==> src/rtl/mips_cpu_muldiv.sv <==
// mips_cpu_muldiv
// Iterative multiply/divide unit that owns the architectural HI/LO registers
// of the MIPS core. MULT/MULTU use a shift-add multiplier and DIV/DIVU use a
// restoring divider. Both work on operand magnitudes for 32 iterations, and
// the sign correction is applied in one final commit cycle. Every operation
// takes 33 enabled cycles from acceptance to commit.
//
// Ports:
//   clk         system clock, rising edge
//   reset       synchronous active-high reset (overrides clk_enable)
//   clk_enable  freezes all state when low
//   start       request an operation (sampled in IDLE only)
//   op          00 MULT, 01 MULTU, 10 DIV, 11 DIVU
//   a, b        rs / rt operands, sampled when start is accepted
//   hi_we       MTHI strobe (aborts a running operation)
//   lo_we       MTLO strobe (aborts a running operation)
//   wdata       MTHI/MTLO write data
//   busy        operation in progress
//   done        one-cycle pulse after HI/LO were updated by an operation
//   hi, lo      architectural HI / LO
module mips_cpu_muldiv (
    input  logic        clk,
    input  logic        reset,
    input  logic        clk_enable,
    input  logic        start,
    input  logic [1:0]  op,
    input  logic [31:0] a,
    input  logic [31:0] b,
    input  logic        hi_we,
    input  logic        lo_we,
    input  logic [31:0] wdata,
    output logic        busy,
    output logic        done,
    output logic [31:0] hi,
    output logic [31:0] lo
);

    typedef enum logic [1:0] {IDLE, CALC, FIX} state_t;

    state_t      state, state_next;
    logic [5:0]  count;

    // Operation context captured at acceptance
    logic        is_div;
    logic        sa, sb;
    logic        div_zero;
    logic [31:0] a_orig;
    logic [31:0] operand;   // |a| for multiply (addend), |b| for divide (divisor)

    // Working registers: accumulator high / partial remainder, and
    // accumulator low / quotient shift register
    logic [31:0] work_hi;
    logic [31:0] work_lo;

    logic        accept, abort, commit;
    logic        sa_in, sb_in;
    logic [31:0] mag_a, mag_b;
    logic [32:0] mul_sum;
    logic [32:0] div_shift;
    logic        div_ge;
    logic [31:0] fix_hi, fix_lo;

    function automatic logic [31:0] cond_neg32(input logic [31:0] v, input logic en);
        return en ? (~v + 32'd1) : v;
    endfunction

    function automatic logic [63:0] cond_neg64(input logic [63:0] v, input logic en);
        return en ? (~v + 64'd1) : v;
    endfunction

    assign busy = (state != IDLE);

    // Control decode and next state
    always_comb begin
        accept     = (state == IDLE) && start;
        abort      = (state != IDLE) && (hi_we || lo_we);
        commit     = (state == FIX) && !abort;
        state_next = state;
        case (state)
            IDLE: if (start) state_next = CALC;
            CALC: begin
                if (abort)               state_next = IDLE;
                else if (count == 6'd31) state_next = FIX;
            end
            FIX:     state_next = IDLE;
            default: state_next = IDLE;
        endcase
    end

    // Operand magnitudes; 0x80000000 negates to itself, read as 2^31 unsigned
    always_comb begin
        sa_in = !op[0] && a[31];
        sb_in = !op[0] && b[31];
        mag_a = cond_neg32(a, sa_in);
        mag_b = cond_neg32(b, sb_in);
    end

    // One iteration of either algorithm
    always_comb begin
        // Multiply: conditional add into a 33-bit sum, then 65-bit shift right
        mul_sum   = {1'b0, work_hi} + (work_lo[0] ? {1'b0, operand} : 33'd0);
        // Divide: shift {rem, quo} left, trial-subtract the divisor
        div_shift = {work_hi, work_lo[31]};
        div_ge    = (div_shift >= {1'b0, operand});
    end

    // Result after sign correction
    always_comb begin
        fix_hi = 32'd0;
        fix_lo = 32'd0;
        if (is_div) begin
            if (div_zero) begin
                fix_hi = a_orig;
                fix_lo = 32'hFFFF_FFFF;
            end else begin
                fix_lo = cond_neg32(work_lo, sa ^ sb);
                fix_hi = cond_neg32(work_hi, sa);
            end
        end else begin
            {fix_hi, fix_lo} = cond_neg64({work_hi, work_lo}, sa ^ sb);
        end
    end

    // Control state, done pulse and architectural HI/LO
    always_ff @(posedge clk) begin
        if (reset) begin
            state <= IDLE;
            count <= 6'd0;
            done  <= 1'b0;
            hi    <= 32'd0;
            lo    <= 32'd0;
        end else if (clk_enable) begin
            state <= state_next;
            done  <= commit;
            if (accept)
                count <= 6'd0;
            else if (state == CALC)
                count <= count + 6'd1;
            // An MTHI/MTLO during FIX aborts, so commit and write never coincide
            if (commit) begin
                hi <= fix_hi;
                lo <= fix_lo;
            end else begin
                if (hi_we) hi <= wdata;
                if (lo_we) lo <= wdata;
            end
        end
    end

    // Datapath working registers (no reset; always reloaded on accept)
    always_ff @(posedge clk) begin
        if (clk_enable) begin
            if (accept) begin
                is_div   <= op[1];
                sa       <= sa_in;
                sb       <= sb_in;
                div_zero <= op[1] && (b == 32'd0);
                a_orig   <= a;
                work_hi  <= 32'd0;
                if (op[1]) begin
                    work_lo <= mag_a;
                    operand <= mag_b;
                end else begin
                    work_lo <= mag_b;
                    operand <= mag_a;
                end
            end else if (state == CALC) begin
                if (is_div) begin
                    // A kept difference is below the divisor, so it fits 32 bits
                    work_hi <= div_ge ? (div_shift[31:0] - operand) : div_shift[31:0];
                    work_lo <= {work_lo[30:0], div_ge};
                end else begin
                    work_hi <= mul_sum[32:1];
                    work_lo <= {mul_sum[0], work_lo[31:1]};
                end
            end
        end
    end

endmodule

==> config.mk <==
export PLATFORM = sky130hd
export DESIGN_NAME = mips_cpu_muldiv
export DESIGN_NICKNAME = d
export VERILOG_FILES = /design/src/rtl/mips_cpu_muldiv.sv
export SDC_FILE = /design/constraint.sdc
export NUM_CORES = 1
export LEC_CHECK = 0
export ABC_CLOCK_PERIOD_IN_PS = 5650
export CORE_AREA = 2 2 172 174
export CTS_CLUSTER_DIAMETER = 150
export DETAILED_ROUTE_END_ITERATION = 10
export DIE_AREA = 0 0 174 176
export PLACE_DENSITY_LB_ADDON = 0.05
export SYNTH_ARGS = -nofsm -noshare
export SYNTH_HDL_FRONTEND = slang
export SYNTH_SLANG_ARGS = --single-unit
==> constraint.sdc <==
create_clock -name clk -period 5.65 [get_ports clk]
set_input_delay 1.695 -clock clk [delete_from_list [all_inputs] [get_ports clk]]
set_output_delay 1.695 -clock clk [all_outputs]
set_load 0.05 [all_outputs]
==> results.txt, run 1 <==
Yosys reg bits -> 205
Worst-Margin Slew -> 1.06 ns
vias in the first global route -> 15600
Rows -> 62
Leak -> 7.34 nW
unique cell type count in the Yosys netlist -> 81
CP peak stage delay -> 0.78 ns
final period utilization -> 0.829
final wirelength -> 63.2 mm
Area contributors post-synth -> edfxtp_1, dfxtp_1, a21oi_1, mux2i_1, xnor2_1
routability cong. -> 1.05
Post-CTS Hold Buffers -> 0
Area Overhead vs Synth -> 16.6%
register area -> 5430 um2
Final HPWL DP -> 48.0 mm
fin. max-slew vios -> 0
cell area after synthesis -> 16700 um2
PnR Total Power -> 0.00502 W
diodes inserted -> 0
Max-Cap Viols -> 0
die area -> 30600 um2
Resized cells post-CTS -> 0
Primary FF master, synth -> edfxtp_1
setup repair bufs after CTS -> 0
PortBufs -> 169
Top delay family on crit path -> simple AND/OR/NAND/NOR gates
routed via count -> 16900
CTS H-tree depth -> 1
Avg Synthesized Cell Area -> 8.30 um2
R2R cell count -> 12
final setup vio count -> 0
count leader, synth -> a21oi_1
ys async rst share -> 0
Yosys Warn Count -> 0
I/O pins -> 170
DRT Pass-1 Iters -> 6
CORE AREA -> 28500 um2
Hold Path End -> lo[24]
CP Cell Sequence -> clkdlybuf4s50_1, or4_1, nor3_1, nand2_1, nor4_1, a21oi_1, xnor2_1, mux2i_1, nand2_1, o21ai_0
sum of negative setup slack -> 0 ns
worst-skew pair later-pin latency -> 0.55 ns
GRT Overall Usage -> 0.401
relative slew slack -> 0.293
DR vias/cell -> 6.69
CTS Buffer Depth -> 3
Reg clk slew, reported paths -> 0.06 ns
clk sink count -> 205
worst path buffer plus inverter count -> 1
post-synth top area share -> 0.237
clock skew -> 0.00986 ns
Final Hold Fails -> 0
upper clock frequency limit -> 213 MHz
Tmin final -> 4.69 ns
Min-Delay Path Depth -> 2
starting density of the core -> 0.586
layout cells sized above 1 -> 0.0534
first-pass GRT wire length -> 94.4 mm
fillcell total -> 2480
RSZ-0062 raised after global routing -> false
fin nets -> 2293
CP arrival -> 4.96 ns
maximum vdd ir drop -> 0.271 mV
critical path launch point type -> input pin
wire per inst -> 25.1 um
post-synthesis instance total -> 2016
Yosys top cell by area -> edfxtp_1
starting DRC count in detailed routing -> 2069
antenna viol nets, final -> 0
RR Startpoint -> work_lo[0]
WS Path Type -> input pin to register
leading cell types by count after synthesis -> a21oi_1, nor2_1, nand2_1
Pwr Density -> 257 nW/um2
status -> complete, no violations
DIE WIDTH -> 174 um
crit path launch -> a[0]
Worst Min Path Start -> lo[24]
number of synthesized flops with an enable pin -> 132
largest net degree at the start of global routing -> 137
worst min path class -> register to register
fraction of the yosys area taken by sequential cells -> 0.324
grt ovf -> 0
CP dominant cell by count -> nand2_1
CP max-delay cell -> nor4_1
area of the multi-input gates -> 10600 um2
register-to-register setup slack -> 1.06 ns
antenna violations before repair -> 1
Syn Nets -> 2191
crit path max fanout -> 5
CP Capture Type -> register
DIE HEIGHT -> 176 um
Inserted Clock Buffers -> 24
Crit path required time -> 5.92 ns
RR Endpoint -> work_hi[28]
CTS tree -> built
DRC -> 0
CTS root buf -> clkbuf_16
WHS -> 0.451 ns
==> registers in the layout (all words and copies together), names as in the netlist, 2 cells and up <==
signal	cells
count	6
work_lo	32
hi	32
operand	32
work_hi	32
lo	32
state	2
a_orig	32
==> area by class of cell <==
| cell class | instances | area share |
|---|---|---|
| Inverter | 71 | 0.0137 |
| Sequential cell | 205 | 0.278 |
| Clock inverter | 15 | 0.00904 |
| Tap cell | 384 | 0.0246 |
| Timing Repair Buffer | 202 | 0.100 |
| Multi-Input combinational cell | 1614 | 0.542 |
| Clock buffer | 29 | 0.0319 |
==> tightest hold or removal path, stage by stage, from the launching register on <==
cell,delay (ns)
dfxtp_1,0.30
nand2_1,0.05
a21oi_1,0.05
==> power breakdown <==
group | leakage [nW] | total (W) | internal, W | switching, W
sequential | 1.84 | 0.00188 | 0.00172 | 0.000153
combinational | 5.11 | 0.00154 | 0.000591 | 0.000946
clock | 0.390 | 0.00160 | 0.000929 | 0.000673
==> stage by stage <==
| stage | cells | setup WS, ns | cell area, um2 | util |
|---|---|---|---|---|
| final | 2520 | 0.964 | 19500 | 0.683 |
| after global routing | 2520 | 0.831 | 19500 | 0.683 |
| after CTS | 2520 | 1.11 | 19500 | 0.683 |
| after detailed placement | 2476 | 0.612 | 18700 | 0.655 |
| after global placement | 2476 | 0.763 | 18700 | 0.655 |
| after floorplan | 2016 | 0.362 | 16700 | - |
==> placed cells by master, fill, tap and decap left out, types with 12 or more instances in the layout <==
| cell type | instances |
|---|---|
| a211oi_1 | 34 |
| ha_1 | 69 |
| mux2i_1 | 111 |
| a21o_1 | 28 |
| o21ai_0 | 111 |
| nor2_1 | 191 |
| o31ai_1 | 19 |
| a311oi_1 | 16 |
| nand2b_1 | 24 |
| nand3_1 | 39 |
| o21a_1 | 20 |
| o21bai_1 | 12 |
| edfxtp_1 | 132 |
| o211ai_1 | 35 |
| clkdlybuf4s50_1 | 167 |
| a21oi_1 | 224 |
| xnor2_1 | 101 |
| dfxtp_1 | 73 |
| nand4_1 | 19 |
| xor2_1 | 65 |
| or3_1 | 23 |
| nor4_1 | 25 |
| clkbuf_16 | 24 |
| o221ai_1 | 35 |
| nand2_1 | 187 |
| buf_4 | 32 |
| nor3_1 | 56 |
| inv_1 | 68 |
==> layer usage <==
layer / part of all wire / track usage
met4: 0.053 / 0.179
met3: 0.12 / 0.111
met5: 0.00025 / 0
met2: 0.43 / 0.615
met1: 0.39 / 0.530
==> cells by family after synthesis <==
family                     synth area share
AOI/OAI and AO/OA                     0.233
and+or+nand+nor                       0.185
buffers and inverters                0.0452
DFF                                   0.324
xor gates and xnor gates             0.0874
muxes                                0.0704
adders and majority gates            0.0540
==> how the worst max path moves through the flow <==
stage                        endpoint  slack [ns]  cells past startpoint
after floorplan            work_hi[0]        0.36                      5
after global placement    work_lo[25]        0.76                     10
after detailed placement  work_lo[25]        0.61                     10
after CTS                 work_lo[25]        1.11                     10
after global routing      work_hi[30]        0.83                     12
final                     work_lo[25]        0.96                     10
Power figures use the tool's default switching activity.
==> run 2, diff against run 1 <==
--- a/config.mk
+++ b/config.mk
@@ -5,11 +5,11 @@
 export SDC_FILE = /design/constraint.sdc
 export NUM_CORES = 1
 export LEC_CHECK = 0
-export ABC_CLOCK_PERIOD_IN_PS = 5650
-export CORE_AREA = 2 2 172 174
+export ABC_CLOCK_PERIOD_IN_PS = 4300
+export CORE_AREA = 2 2 181 183
 export CTS_CLUSTER_DIAMETER = 150
 export DETAILED_ROUTE_END_ITERATION = 10
-export DIE_AREA = 0 0 174 176
+export DIE_AREA = 0 0 183 185
 export PLACE_DENSITY_LB_ADDON = 0.05
 export SYNTH_ARGS = -nofsm -noshare
 export SYNTH_HDL_FRONTEND = slang
==> constraint.sdc (replaced) <==
create_clock -name clk -period 4.3 [get_ports clk]
set_input_delay 1.29 -clock clk [delete_from_list [all_inputs] [get_ports clk]]
set_output_delay 1.29 -clock clk [all_outputs]
set_load 0.05 [all_outputs]
==> run 2 against run 1 <==
Critical path type is now register to register. Highest routed layer is now met4. Design area is 4.3% higher. Clock skew up 0.0029 ns. Sequential cell count stayed put. Setup slack worse by 0.80 ns. Largest power group unchanged. Register-to-register slack got worse by 0.90 ns. Routed wire length is 4.7% higher.
==> results.txt, run 2 (same netlist as run 1, synthesis figures left out) <==
status -> complete, no violations
vias in the first global route -> 16000 (+2.8%)
fin nets -> 2388 (+4.1%)
CTS tree -> built
Worst-Margin Slew -> 0.976 ns (-0.0793 ns)
CTS Buffer Depth -> 3 (unchanged)
RR Startpoint -> work_lo[0]
Flop pwr share -> 0.347 (-0.027)
clk sink count -> 205 (unchanged)
Final Hold Fails -> 0 (unchanged)
CTS H-tree depth -> 1 (unchanged)
worst min path class -> register to register
worst-skew pair later-pin latency -> 0.56 ns (about the same)
CTS root buf -> clkbuf_16
combinational fraction of design power -> 0.318 (+0.011)
Hold Path End -> hi[9]
antenna violations before repair -> 2 (+1)
layout cells sized above 1 -> 0.0950 (+0.0416)
final setup vio count -> 0 (unchanged)
Util after Layout -> 0.635 (-0.0481)
Post-CTS Hold Buffers -> 0 (unchanged)
Worst Min Path Start -> hi[9]
upper clock frequency limit -> 242 MHz
Min-Delay Path Depth -> 2 (unchanged)
clock skew -> 0.0127 ns (+0.00285 ns)
R2R cell count -> 14 (+2)
WS Path Type -> register to register
CP Cell Sequence -> inv_1, buf_12, nor2_1, ha_1, o21ai_0, nor3_1, o21a_1, nor4_1, nor4_1, nor2_1, o31ai_1, buf_4, mux2_2, a211oi_1
RR Endpoint -> work_hi[30]
routed via count -> 17100 (+1.5%)
wire per inst -> 25.0 um (about the same)
Area Overhead vs Synth -> 21.6%
die area -> 33900 um2 (+11%)
Inst Count DP -> 2594 (+4.8%)
CORE AREA -> 32000 um2 (+12%)
Inserted Clock Buffers -> 25 (+4.2%)
Rows -> 66 (+6.5%)
maximum vdd ir drop -> 0.322 mV (+19%)
fin. max-slew vios -> 0 (unchanged)
starting density of the core -> 0.522 (-0.0639)
critical path launch point type -> register
routability cong. -> 1.08 (+3.4%)
Post-Place Cell Area -> 19500 um2 (+4.0%)
final instance area -> 20400 um2 (+4.3%)
Pwr Density -> 339 nW/um2 (+32%)
crit path launch -> work_lo[0]
GRT Overall Usage -> 0.385 (-0.0156)
DR vias/cell -> 6.48 (-3.1%)
antenna viol nets, final -> 0 (unchanged)
Final Non-Filler Cells -> 2641 (+4.8%)
largest net degree at the start of global routing -> 73 (-47%)
grt ovf -> 0 (unchanged)
Max-Cap Viols -> 0 (unchanged)
CP max-delay cell -> nor4_1
DIE HEIGHT -> 185 um (+5.1%)
CP Capture Type -> register
register-to-register setup slack -> 0.16 ns (-0.90 ns)
switching power -> 0.00242 W (+37%)
Crit path required time -> 4.68 ns (-1.24 ns)
P_int -> 0.00449 W (+38%)
PortBufs -> 169 (unchanged)
crit path max fanout -> 19 (+14)
CP peak stage delay -> 0.86 ns (+0.08 ns)
Resized cells post-CTS -> 0 (unchanged)
clock share of power -> 0.335 (+0.015)
RSZ-0062 raised after global routing -> false
CP arrival -> 4.52 ns (-0.44 ns)
sum of negative setup slack -> 0 ns (unchanged)
most common cell after layout, fill and taps aside -> a21oi_1
setup repair bufs after CTS -> 0 (unchanged)
DRC -> 0 (unchanged)
DIE WIDTH -> 183 um (+5.2%)
commonest non-fill, non-tap cells in the layout -> a21oi_1, nor2_1, nand2_1
final period utilization -> 0.962
WHS -> 0.451 ns (+0.000390 ns)
Leak -> 7.84 nW (+6.9%)
I/O pins -> 170 (unchanged)
final wirelength -> 66.2 mm (+4.7%)
starting DRC count in detailed routing -> 2073 (+0.19%)
relative slew slack -> 0.343 (+0.0503)
Tmin final -> 4.14 ns
first-pass GRT wire length -> 98.4 mm (+4.2%)
Reg clk slew, reported paths -> 0.06 ns (about the same)
Sw Share -> 0.350 (-0.00298)
Final HPWL DP -> 51.6 mm (+7.4%)
DRT Pass-1 Iters -> 8 (+2)
==> run 2: power by group through the flow <==
| stage | logic [W] | clock network (W) | registers (W) |
|---|---|---|---|
| after floorplan | 0.00126 | 0 | 0.00249 |
| after global placement | 0.00211 | 0 | 0.00243 |
| after detailed placement | 0.00213 | 0 | 0.00244 |
| after CTS | 0.00215 | 0.00233 | 0.00239 |
| after global routing | 0.00235 | 0.00240 | 0.00241 |
| final | 0.00219 | 0.00231 | 0.00240 |
==> run 2: per-stage QoR <==
step,total power (W),worst slack [ns]
after floorplan,0.00375,0.107
after detailed placement,0.00457,-0.127
after global routing,0.00716,0.0420
final,0.00691,0.163
after CTS,0.00687,0.346
after global placement,0.00454,-0.0377
==> run 2: how the worst max path moves through the flow <==
stage,to,slack [ns],depth (start not counted)
after CTS,work_hi[30],0.35,14
after global routing,work_hi[30],0.04,14
final,work_hi[30],0.16,14
after detailed placement,work_lo[30],-0.13,13
after floorplan,work_hi[0],0.11,5
after global placement,work_lo[30],-0.04,13
==> run 2: area by class of cell <==
| cell class | count | area, um2 |
|---|---|---|
| sequential | 205 | 5430 |
| inverter | 71 | 270 |
| multi-input combinational | 1614 | 10600 |
| tap | 408 | 510 |
| antenna | 1 | 2.50 |
| fill | 2825 | 11700 |
| clock inverter | 13 | 176 |
| timing repair buffer | 296 | 2680 |
| clock buffer | 33 | 717 |
==> run 2: per-layer routing <==
layer,global-route usage,wire length [um],share of wire
met5,0,0,0
met4,0.153,2820,0.043
met3,0.0948,7250,0.11
met2,0.587,28800,0.44
met1,0.525,27300,0.41
==> run 2: worst max-delay path, delay by kind of cell, from the launching register on <==
kind	cells	cell delay (ns)
simple gates	5	1.52
compound gates	4	0.90
buf+inv	3	0.56
flops	1	0.39
mux	1	0.32
fa+ha+maj	1	0.29
